### config.mk
export PLATFORM = sky130hd
export DESIGN_NAME = seg_scan_display
export DESIGN_NICKNAME = d
export VERILOG_FILES = /design/src/rtl/seg_scan_display.sv
export SDC_FILE = /design/constraint.sdc
export NUM_CORES = 1
export LEC_CHECK = 0
export ABC_AREA = 0
export BUFFER_PORTS_ARGS = -buffer_cell sky130_fd_sc_hd__buf_4
export CORE_MARGIN = 2
export CORE_UTILIZATION = 60
export CTS_BUF_LIST = sky130_fd_sc_hd__clkbuf_2
export DETAILED_ROUTE_END_ITERATION = 8
export GPL_TIMING_DRIVEN = 0
export PLACE_DENSITY = 0.83
export SYNTH_ARGS = -nofsm -noshare
export SYNTH_HDL_FRONTEND = slang
export SYNTH_SLANG_ARGS = --single-unit
### constraint.sdc
create_clock -name clk -period 5 [get_ports clk]
set_input_delay 0.25 -clock clk [delete_from_list [all_inputs] [get_ports clk]]
set_output_delay 0.25 -clock clk [all_outputs]
set_load 0.02 [all_outputs]
### src/rtl/seg_scan_display.sv
// rtl/seg_scan_display.sv - tear-free capture of the display word and 8-digit seven-segment scan
// Captures are only taken at a frame boundary (or at once while idle), so a frame never mixes two words.
module seg_scan_display #(
  parameter int REFRESH_DIV = 100000,
  parameter bit LZ_BLANK    = 1'b1
) (
  input  logic        clk,
  input  logic        rst_n,
  input  logic [31:0] data_i,
  input  logic        load_req_i,
  input  logic        hold_i,
  output logic        load_ack_o,
  output logic [7:0]  an_o,
  output logic [6:0]  seg_o,
  output logic        frame_done_o
);

  localparam int DIV_W = $clog2(REFRESH_DIV);
  localparam logic [DIV_W-1:0] DIV_LAST = DIV_W'(REFRESH_DIV - 1);

  typedef enum logic {IDLE, SCAN} state_t;

  state_t           state, state_n;
  logic [31:0]      shadow, shadow_n;
  logic [DIV_W-1:0] div, div_n;
  logic [2:0]       digit, digit_n;
  logic [7:0]       an_n;
  logic [6:0]       seg_n;
  logic             ack_n, frame_n;
  logic             capture, div_term, blank;
  logic [31:0]      upper;

  function automatic logic [6:0] hex7(input logic [3:0] v);
    case (v)
      4'h0: hex7 = 7'b1000000;
      4'h1: hex7 = 7'b1111001;
      4'h2: hex7 = 7'b0100100;
      4'h3: hex7 = 7'b0110000;
      4'h4: hex7 = 7'b0011001;
      4'h5: hex7 = 7'b0010010;
      4'h6: hex7 = 7'b0000010;
      4'h7: hex7 = 7'b1111000;
      4'h8: hex7 = 7'b0000000;
      4'h9: hex7 = 7'b0010000;
      4'hA: hex7 = 7'b0001000;
      4'hB: hex7 = 7'b0000011;
      4'hC: hex7 = 7'b1000110;
      4'hD: hex7 = 7'b0100001;
      4'hE: hex7 = 7'b0000110;
      default: hex7 = 7'b0001110;
    endcase
  endfunction

  always_comb begin
    state_n  = state;
    shadow_n = shadow;
    div_n    = div;
    digit_n  = digit;
    ack_n    = 1'b0;
    frame_n  = 1'b0;
    an_n     = 8'hFF;
    seg_n    = 7'h7F;
    capture  = 1'b0;
    blank    = 1'b0;
    upper    = 32'h0;
    div_term = (div == DIV_LAST);

    case (state)
      IDLE: begin
        if (load_req_i && !hold_i) begin
          capture = 1'b1;
          state_n = SCAN;
          div_n   = '0;
          digit_n = '0;
        end
      end
      default: begin
        div_n = div_term ? '0 : div + DIV_W'(1);
        if (div_term) begin
          digit_n = digit + 3'd1;
          frame_n = (digit == 3'd7);
        end
        capture = frame_n && load_req_i && !hold_i;
      end
    endcase

    if (capture) begin
      shadow_n = data_i;
      ack_n    = 1'b1;
    end

    // Image is built from the post-edge digit and shadow so a fresh capture shows from digit 0.
    if (state_n == SCAN) begin
      upper = shadow_n >> {digit_n, 2'b00};
      blank = LZ_BLANK && (digit_n != 3'd0) && (upper == 32'h0);
      if (!blank) begin
        an_n  = ~(8'd1 << digit_n);
        seg_n = hex7(upper[3:0]);
      end
    end
  end

  always_ff @(posedge clk or negedge rst_n) begin
    if (!rst_n) begin
      state        <= IDLE;
      shadow       <= 32'h0;
      div          <= '0;
      digit        <= 3'd0;
      an_o         <= 8'hFF;
      seg_o        <= 7'h7F;
      load_ack_o   <= 1'b0;
      frame_done_o <= 1'b0;
    end else begin
      state        <= state_n;
      shadow       <= shadow_n;
      div          <= div_n;
      digit        <= digit_n;
      an_o         <= an_n;
      seg_o        <= seg_n;
      load_ack_o   <= ack_n;
      frame_done_o <= frame_n;
    end
  end

endmodule

======== Yosys cells after proc, flatten, opt, wreduce, memory -nomap -nowiden ========
Memory sizes are Yosys's and may differ from the RTL's.
Cells that the tools add are included.
word-level totals
  logic and storage cells ................. 42
  flip-flop bits (word level) ............. 70
  ROM bits ................................ 112
  memories ................................ 1
  output and inout port bits .............. 17
cells by class
  bitwise gates (word level) .............. 1
  reduce and logical (&&, ||, !) cells .... 8
  mux-type cells .......................... 18
  shift operators ......................... 2
  $add $sub $neg .......................... 2
  equal/unequal tests ..................... 2
memory list
  name              words  bits a word  rd ports  clocked after memory_dff  write ports  line  RTL
  (name not given)  16     7            1         0                         0            34    case (v)
operators by type and width
  operator                                          count
  two-way mux 17 bit                                3
  logical NOT 32 bit                                1
  two-way mux 32 bit                                1
  >> shifter 32 x 5 -> 32 bit                       1
  adder 17 x 1 -> 17 bit (second input constant)    1
  equality test 17 bit (second input constant)      1
  two-way mux 8 bit                                 2
  two-way mux 7 bit                                 2
  two-way mux 3 bit                                 3
  NOT 8 bit                                         1
  << shifter 1 x 3 -> 8 bit (first input constant)  1
  two-way mux 1 bit                                 7
  logical AND 1 bit                                 4
  adder 3 x 1 -> 3 bit (second input constant)      1
  equality test 3 bit (second input constant)       1
  nonzero test 3 bit                                1
  nonzero test 2 bit                                1
  logical NOT 1 bit                                 1

======== Depth between registers and ports, before layout ========
  word-level depth ........................ 12
  mapped depth ............................ 17
  mapped depth without buffers ............ 14

======== Worst setup path after synthesis ========
No wires, ideal clock.
  path type ............................... register -> register
  from .................................... register div[8]
  to ...................................... register seg_o[3]
  clock period less this slack ............ 3,833 ps
  cell stages (with the launch flop) ...... 15
  setup slack ............................. 1,167 ps
  setup time .............................. 98 ps
  data required time ...................... 4,902 ps
  arrival time ............................ 3,735 ps
  cells stage by stage .................... dfrtp_1 > or4b_4 > o41ai_4 > nand2_4 > buf_6 > buf_2 > mux2_1 > mux2_2 > a211o_1 > nand2_1 > ha_1 > o21ai_1 > nor4_1 > o21ai_2 > o311ai_1
between the ends
  cells in the longest elaborated chain, start to end .. 12
  elaborated cells between the ends (all ways) .. 16
ends and longest elaborated chain
  what                                                                         line  RTL
  start: declaration                                                           25    logic [DIV_W-1:0] div, div_n;
  start signal: assignment                                                     116   div <= div_n;
  equality test 17 bit (*)                                                     66    div_term = (div == DIV_LAST);
  two-way mux 1 bit (*)                                                        79    if (div_term) begin
  two-way mux 1 bit (*)                                                        68    case (state)
  logical AND 1 bit (*) (2 in series)                                          83    capture = frame_n && load_req_i && !hold_i;
  two-way mux 1 bit (*)                                                        68
  two-way mux 32 bit (*)                                                       87    if (capture) begin
  named net shadow_n[13]                                                       24    logic [31:0] shadow, shadow_n;
  >> shifter 32 x 5 -> 32 bit (*)                                              94    upper = shadow_n >> {digit_n, 2'b00};
  parallel branches: the longest is 2 deep, another holds memory (16 x 7 bit)  -
  two-way mux 7 bit (*)                                                        96    if (!blank) begin
  two-way mux 7 bit (*)                                                        93    if (state_n == SCAN) begin
  named net seg_n[3]                                                           28    logic [6:0] seg_n;
  end signal: assignment                                                       119   seg_o <= seg_n;
  end: declaration                                                             14    output logic [6:0] seg_o,
Mark *: on every way through the listed nets, which the timed path passes. The select of a mux whose other input is x is not followed.
A chain may end at the register's enable or synchronous reset.

======== Final worst setup path ========
  from .................................... register div[8]
  to ...................................... register seg_o[5]
Same word-level chain as after synthesis.

==> results.toml <==
[floorplan]
start_util_pct = 62.11
die_width_microns = 85.08
die_area_sq_um = 7238
row_count = 29
die_h_microns = 85.08
coreArea_sq_um = 6350
ioPinCount = 53

[clock_tree]
worst_skew_pair.late_latency_ps = 530
numCtsBuffers = 9
clkSinkCount = 70
path_clk_slew_ps = 200
cts_tree = "yes"
clock-root-buffer = "clkbuf_2"
cts_max_level = 3
post-cts-setup-buffer-count = 0
clockBufferDepth = 2

[power]
power.density_nw_per_um2 = 335.3
leakagePower_nw = 2.378
ir_drop_mv = 0.3093
design_power_total_mw = 1.626

[global_route]
grt_use_total_pct = 30.43
grt_pass1_wl_microns = 17260
antenna_found_initial = 0
grt_overflow = 0
grt_pass1_vias = 3521
grt_max_degree = 71

[min_path]
hp-start = "data_i[2]"
min-delay-path-class = "in2reg"
min_delay_path_depth = 3
whs_endpoint = "shadow[2]"

[logic_synthesis]
syn_area_sq_um = 3944
postSynthAreaPerCell_sq_um = 10.14
synth_top_area_share_pct = 34.90
synth_warnings = 0
synth_ff_type = "dfrtp_1"
mappedNetlistNets = 434
yosysUniqueCellTypes = 69
synthTopCellsByArea = "dfrtp_1 35%, dfstp_2 10%, o21ai_0 4.6%, mux2_2 4.3%, nand2_1 3.8%"
synth-async-reset-ratio_pct = 100.0
syn_inst = 389
ys_ff_latch = 70
synth-edff-count = 0
synth_area_leader_cell = "dfrtp_1"
ys_seq_area_share_pct = 44.89

[layout]
fillers = 456
layout_commonest_cell = "dfrtp_1"
syn2layout_area_growth_pct = 23.00
antenna-diode-count = 0
final_cell_mix = "55 x dfrtp_1, 53 x buf_4, 40 x nand2_1"
drive_gt1_share_pct = 24.12
fin_nets = 525

[sta]
max-slew-margin-rel_pct = 26.90
worstMarginPinSlew_ps = 1082
post-route-min-period_ps = 4696
slew_viol_final = 0
period_share_pct = 93.91
fin_skew_ps = 21.54
max_freq_mhz = 213.0
layout_setup_ws_ps = 304.4
final-setup-viol-count = 0
hold_viol = 0

[place]
post-place-ws_ps = 434.7
port-buffer-count = 52
gp_congestion = 0.9110
dp_hpwl_microns = 7339

[critical_path]
required_ps = 5430
end_kind = "flop"
reg2regPathDepth = 14
crit_type = "reg2reg"
critPathSlowestCell = "o41ai_4"
reg2reg_slack_ps = 300
critPathMaxStageDelay_ps = 670
path_max_fanout = 10
reg2reg_from = "div[8]"
rr_endpoint = "seg_o[5]"
path_cells = "or4b_4 > o41ai_4 > nand2_4 > buf_6 > buf_2 > mux2_1 > mux2_2 > a211o_1 > nand2_1 > ha_1 > o21ai_1 > nor4_1 > o21ai_2 > o221ai_1"
cp-start-kind = "flop"
cp_data_arrival_time_ps = 5130

[routing]
first_iter_violations = 229
dr.pass1.iters = 4
route.detailed.drc = 0
final_antenna_net_count = 0
vias = 3653
drt_wl_total_microns = 10930
vias_per_cell = 6.500
wl_per_cell_microns = 19.44

[flow_run]
maxCapViolCount = 0

[run_status]
status = "completed"
-- cells in the mapped netlist, types with 3 or more instances --
master    number
buf_2          4
nand4_1        6
and3_1        15
or4_1          6
clkbuf_1      10
inv_2          3
mux2_2        15
inv_1         17
a21o_1         5
mux4_2         4
mux2i_1       14
a21oi_1        5
a211oi_1       9
a311oi_1       3
mux2_1         3
a211o_1        3
and2_1         4
nor2_1        15
o21ai_0       36
dfrtp_1       55
nand2_1       40
ha_1           9
nor4_1        13
nor4b_1        3
dfstp_2       15
nor3_1         3
nand3_1       16
o211ai_1       7
-- metrics by stage --
step / utilization [%] / area, sq um / hold WS, ps / setup TNS (ps) / instances
after floorplan: - / 3944 / -45.59 / 0 / 389
after global placement: 69.77 / 4431 / 414.3 / 0 / 518
after detailed placement: 69.77 / 4431 / 420.2 / 0 / 518
after CTS: 75.43 / 4790 / 0.6042 / 0 / 557
after global routing: 76.39 / 4851 / 65.32 / -6.166 / 562
final: 76.39 / 4851 / 74.91 / 0 / 562
-- how the worst max path moves through the flow --
stage / from / end / slack, ps / cells past startpoint
after global placement: div[8] / seg_o[1] / 530 / 14
final: div[8] / seg_o[5] / 300 / 14
after CTS: div[8] / seg_o[5] / 390 / 14
after floorplan: div[8] / seg_o[3] / 1170 / 14
after detailed placement: div[8] / seg_o[5] / 430 / 14
after global routing: div[15] / seg_o[5] / -6 / 14
-- area by class of cell --
cell class,instances,area [sq um],area share (%)
multi-input combinational,280,2014,41.53
sequential,70,1770,36.50
timing repair buffer,80,670.6,13.83
tap,77,96.34,1.986
buffer,18,91.34,1.883
inverter,21,78.83,1.625
clock inverter,5,73.82,1.522
clock buffer,11,55.05,1.135
-- registers in the layout, indices dropped and copies added, names as in the netlist --
signal and flops:
an_o 8, digit 3, div 17, frame_done_o 1
load_ack_o 1, seg_o 7, shadow 32, state 1
-- where the power goes --
part / switching, mW / internal [mW] / leakage (nW)
Combinational: 0.272 / 0.225 / 1.41
Sequential: 0.0788 / 0.683 / 0.883
Clock: 0.201 / 0.167 / 0.0833
Total: 0.552 / 1.07 / 2.38
-- critical path: cells and delay by family (launching register included) --
kind	cells	cell delay (ps)
mux	2	660
fa+ha+maj	1	210
simple gates	4	1370
buf+inv	2	440
flops	1	480
compound gates	5	1420
-- cells by family (layout without fill, tap and decap cells) --
group | Yosys count | in the layout | synth area share [%]
muxes | 37 | 37 | 11.36
buffers and inverters | 39 | 135 | 4.315
xor gates and xnor gates | 4 | 4 | 0.8885
AOI/OAI and AO/OA | 94 | 94 | 16.88
and+or+nand+nor | 136 | 136 | 18.81
adders and majority gates | 9 | 9 | 2.855
DFF | 70 | 70 | 44.89
-- routing by layer --
metal | up-vias | global-route usage (%) | share of wire [%]
li1 | 1640 | - | -
met1 | 1780 | 40.80 | 40
met2 | 205 | 49.15 | 49
met3 | 28 | 5.934 | 7.6
met4 | 0 | 11.69 | 2.5
met5 | - | 0 | 0
-- repair_timing --
action,in CTS,in global routing
setup endpoints to repair,0,10
resized for setup,0,1
endpoints found under the hold margin,77,5
hold buffers,23,5
No activity file was read; power rests on OpenSTA's default activity.
